==> src/rtl/bcd_countdown_timer.sv <==
// N-digit BCD countdown timer: load/start/pause control, one decrement per tick,
// saturating penalty subtraction, sticky timeout with a one-cycle expiry pulse.
module bcd_countdown_timer #(
  parameter int                  DIGITS      = 3,
  parameter logic [4*DIGITS-1:0] INIT_BCD    = 12'h300,
  parameter logic [4*DIGITS-1:0] PENALTY_BCD = 12'h010
) (
  input  logic                  clk,
  input  logic                  reset,
  input  logic                  load,
  input  logic [4*DIGITS-1:0]   load_value,
  input  logic                  start,
  input  logic                  pause,
  input  logic                  tick,
  input  logic                  penalty,
  output logic [4*DIGITS-1:0]   count,
  output logic                  running,
  output logic                  timeout,
  output logic                  expired_pulse
);

  localparam int W = 4 * DIGITS;

  typedef enum logic [1:0] {
    S_IDLE,
    S_RUN,
    S_PAUSED,
    S_EXPIRED
  } state_t;

  state_t         r_state;
  logic [W-1:0]   r_count;
  logic           r_running;
  logic           r_timeout;
  logic           r_expired_pulse;

  state_t         w_state_next;
  logic [W-1:0]   w_count_next;
  logic [W-1:0]   w_load_clamped;
  logic [W-1:0]   w_pen_amt;
  logic [W-1:0]   w_stage1;
  logic [W-1:0]   w_stage1_sat;
  logic [W-1:0]   w_stage2;
  logic [W-1:0]   w_run_count;
  logic [DIGITS:0] w_borrow1;
  logic [DIGITS:0] w_borrow2;

  // Stage 1 subtracts the penalty; stage 2 subtracts the tick by feeding it
  // in as the digit-0 borrow. Saturating each stage gives the same result as
  // one saturating subtraction of PENALTY_BCD + 1.
  assign w_pen_amt    = penalty ? PENALTY_BCD : '0;
  assign w_borrow1[0] = 1'b0;
  assign w_borrow2[0] = tick;

  genvar gi;
  generate
    for (gi = 0; gi < DIGITS; gi++) begin : g_digit
      logic [4:0] w_diff1;
      logic [4:0] w_diff2;

      assign w_load_clamped[4*gi +: 4] =
        (load_value[4*gi +: 4] > 4'd9) ? 4'd9 : load_value[4*gi +: 4];

      assign w_diff1 = {1'b0, r_count[4*gi +: 4]} - {1'b0, w_pen_amt[4*gi +: 4]}
                     - {4'b0, w_borrow1[gi]};
      assign w_borrow1[gi+1]     = w_diff1[4];
      assign w_stage1[4*gi +: 4] = w_diff1[4] ? (w_diff1[3:0] + 4'd10) : w_diff1[3:0];

      assign w_diff2 = {1'b0, w_stage1_sat[4*gi +: 4]} - {4'b0, w_borrow2[gi]};
      assign w_borrow2[gi+1]     = w_diff2[4];
      assign w_stage2[4*gi +: 4] = w_diff2[4] ? (w_diff2[3:0] + 4'd10) : w_diff2[3:0];
    end
  endgenerate

  assign w_stage1_sat = w_borrow1[DIGITS] ? '0 : w_stage1;
  assign w_run_count  = w_borrow2[DIGITS] ? '0 : w_stage2;

  always_comb begin
    w_state_next = r_state;
    w_count_next = r_count;
    case (r_state)
      S_IDLE: begin
        if (load) begin
          w_count_next = w_load_clamped;
        end else if (start) begin
          w_state_next = (r_count == '0) ? S_EXPIRED : S_RUN;
        end
      end
      S_RUN: begin
        w_count_next = w_run_count;
        if (w_run_count == '0) begin
          w_state_next = S_EXPIRED;
        end else if (pause) begin
          w_state_next = S_PAUSED;
        end
      end
      S_PAUSED: begin
        if (load) begin
          w_count_next = w_load_clamped;
          w_state_next = S_IDLE;
        end else if (start && !pause) begin
          w_state_next = S_RUN;
        end
      end
      S_EXPIRED: begin
        w_count_next = '0;
        if (load) begin
          w_count_next = w_load_clamped;
          w_state_next = S_IDLE;
        end
      end
      default: begin
        w_state_next = S_IDLE;
      end
    endcase
  end

  always_ff @(posedge clk or posedge reset) begin
    if (reset) begin
      r_state         <= S_IDLE;
      r_count         <= INIT_BCD;
      r_running       <= 1'b0;
      r_timeout       <= 1'b0;
      r_expired_pulse <= 1'b0;
    end else begin
      r_state         <= w_state_next;
      r_count         <= w_count_next;
      r_running       <= (w_state_next == S_RUN);
      r_timeout       <= (w_state_next == S_EXPIRED);
      r_expired_pulse <= (w_state_next == S_EXPIRED) && (r_state != S_EXPIRED);
    end
  end

  assign count         = r_count;
  assign running       = r_running;
  assign timeout       = r_timeout;
  assign expired_pulse = r_expired_pulse;

endmodule
==> config.mk <==
export PLATFORM = sky130hd
export DESIGN_NAME = bcd_countdown_timer
export DESIGN_NICKNAME = d
export VERILOG_FILES = /design/src/rtl/bcd_countdown_timer.sv
export SDC_FILE = /design/constraint.sdc
export NUM_CORES = 1
export LEC_CHECK = 0
export CAP_MARGIN = 25
export CORE_MARGIN = 8
export CORE_UTILIZATION = 50
export CTS_CLUSTER_SIZE = 12
export DETAILED_ROUTE_END_ITERATION = 8
export GPL_TIMING_DRIVEN = 0
export PLACE_DENSITY = 0.87
export SLEW_MARGIN = 10
export SYNTH_ARGS = -nofsm -noshare
export SYNTH_HDL_FRONTEND = slang
export SYNTH_SLANG_ARGS = --single-unit
==> constraint.sdc <==
create_clock -name clk -period 8.7 [get_ports clk]
set_input_delay 2.61 -clock clk [delete_from_list [all_inputs] [get_ports clk]]
set_output_delay 2.61 -clock clk [all_outputs]
set_load 0.05 [all_outputs]
==> out/metrics.csv <==
metric;value;unit
dp_slack;0.0552;ns
first_global_vias;1718;
required;8.89;ns
crit_type;input pin to register;
cpMostUsedCell;ha_1;
nNetsFinal;285;
cpPeakStageDelay;0.46;ns
core-area;3390;sq um
insertion_delay;0.29;ns
numCtsBuffers;3;
crit_arrival;8.41;ns
dpl.hpwl;3.83;mm
maxSlewHeadroom;51.6;%
start_util;52.9;%
synth_area_per_cell;8.41;sq um
overflow;0;
worstRegToRegCells;30;
clkTransAtPathRegs;0.09;ns
num_rows;21;
crit_path_top_delay_cell;clkdlybuf4s50_1;
antenna_found_initial;0;
ys_seq_area_share;23.9;%
ant_nets;0;
firstDrtPassIters;5;
synth_fa_ha_area_share;10.5;%
setup_viol;0;
drc;0;
critPathCaptureType;register;
port_buffers;33;
area_delta_synth_final;23.4;%
drv_cap;0;
yosys.area_share.simple;24.9;%
ios;34;
syn_inst;213;
ys_ff_latch;17;
synth_top_family_by_area;compound AO/OA/AOI/OAI gates;
synth-compound-area-share;25.8;%
syn_area;1790;sq um
finalMaxSlewViolations;0;
drive_gt1_share;14.0;%
cts_hold_buf;0;
synth_warnings;0;
skew;0.00825;ns
synthXorXnorAreaFrac;3.91;%
vias;1778;
die_x;75.9;um
tightest_slew;0.720;ns
ys_types;63;
status;completed;
ctsHtreeMaxLevel;1;
via_per_inst;6.01;
synth_flop_cell;dfrtp_1;
clock.fmax;122;MHz
cts-root-buf;clkbuf_4;
timing.final.hold_violations;0;
startpoint_type;input pin;
holdWs;0.579;ns
fin_crit;8.22;ns
dieHeight;75.9;um
p_leak;0.926;nW
wl;4.72;mm
drt_iter0_drc;187;
synth_nets;247;
grt_usage;18.1;%
finalWorstSetupSlack;0.484;ns
wl_per_cell;16.0;um
regArea;428;sq um
async_reset_ff_share;100;%
grt_start_max_net_pins;18;
cts.sinks;17;
dieArea;5750;sq um
rsz0062_at_grt;false;
grt_pass1_wl;8.07;mm
holdPathStages;2;
power.density;381;nW/um^2
multi_input_area;1200;sq um
min_path_type;register to register;
gp_congestion;0.906;
finalCritPeriodShare;94.4;%
ir_worst_vdd;200;uV
cp_max_fo;10;
clock_path_buffers;2;
setup_tns;0;ns
fillers;288;
cts_tree;built;
synth_edf_count;0;
n_antenna_cell;0;
synth_mux_area_share;1.75;%
cell usage in the layout, fill, tap and decap left out, types with 5 or more instances in the layout:
cell type,n
clkdlybuf4s50_1,33
nor2_1,18
inv_1,18
nand2_1,15
ha_1,15
dfrtp_1,15
a21oi_1,13
o21ai_0,8
a31oi_1,7
xnor2_1,6
nor3b_1,5
nand3_1,5
nand4_1,5
metal layers:
layer	global-route usage, %	wire length [um]	up-vias
met3	2.63	347	12
met4	7.04	93	0
met1	23.0	1980	838
met5	0	0	-
li1	-	-	860
met2	30.0	2300	68
cell type report:
cell class              count  share of cell area [%]
flip-flops and latches     17                    19.4
well taps                  46                    2.60
inverters                  18                    3.06
multi-input cells         166                    54.3
repair buffers             33                    14.9
plain buffers              12                    4.53
clock buffers               4                    1.19
cell families after synthesis:
logic type / Yosys count
AOI/OAI and AO/OA: 63
DFF: 17
and+or+nand+nor: 77
buffers and inverters: 30
xor gates and xnor gates: 8
adders and majority gates: 15
muxes: 3
synthesized netlist by cell type (3+ instances only):
cell / count / area share, %
nand2_1: 15 / 3.1
nor3b_1: 6 / 2.5
nand4_1: 5 / 1.7
ha_1: 15 / 10
o21ai_0: 8 / 2.2
or2_2: 4 / 1.4
nand3_1: 5 / 1.4
buf_6: 4 / 2.5
dfrtp_1: 15 / 21
clkbuf_1: 3 / 0.63
a21oi_1: 13 / 3.6
o221ai_1: 4 / 2.0
a31oi_1: 7 / 2.4
inv_1: 18 / 3.8
o21a_1: 3 / 1.3
nand2b_1: 4 / 1.4
xnor2_1: 6 / 2.9
nor2_1: 18 / 3.8
nor2b_1: 3 / 1.0
per-stage QoR:
step	std cells	utilization, %	instance area [sq um]	power [mW]
floorplan	213	-	1790	0.622
global placement	292	64.3	2180	0.782
detailed placement	292	64.3	2180	0.794
CTS	296	65.1	2210	0.838
global route	296	65.2	2210	0.916
finish	296	65.2	2210	0.843
worst max-delay path, delay by kind of cell:
kind,cells,cell delay [ns]
adders and majority gates,10,1.85
and+or+nand+nor,6,1.54
buffers and inverters,7,1.21
AOI/OAI and AO/OA,7,1.17
flip-flops by register name, summed over array words and instances (netlist names):
| signal | count |
|---|---|
| r_state | 2 |
| running | 1 |
| timeout | 1 |
| count | 12 |
| expired_pulse | 1 |
what timing repair did:
action	CTS	global route
resized for setup	0	1
setup buffers	0	0
endpoints found under the setup margin	0	4
path summary, 6_finish.rpt:
kind	slack [ns]	start	endpoint
worst max-delay path	0.48	penalty	running
worst min-delay path	0.58	count[9]	count[9]
worst max register to register	2.78	count[4]	running
worst min register to register	0.58	count[9]	count[9]
max in group asynchronous	5.58	reset	timeout
min in group asynchronous	2.70	reset	count[4]
power by group:
part | total, mW | switching, mW | leakage (nW) | internal [mW]
combinational | 0.635 | 0.377 | 0.704 | 0.258
sequential | 0.167 | 0.0480 | 0.207 | 0.119
clock | 0.0414 | 0.0236 | 0.0150 | 0.0178
total | 0.843 | 0.448 | 0.926 | 0.395
Power figures use the tool's default switching activity.
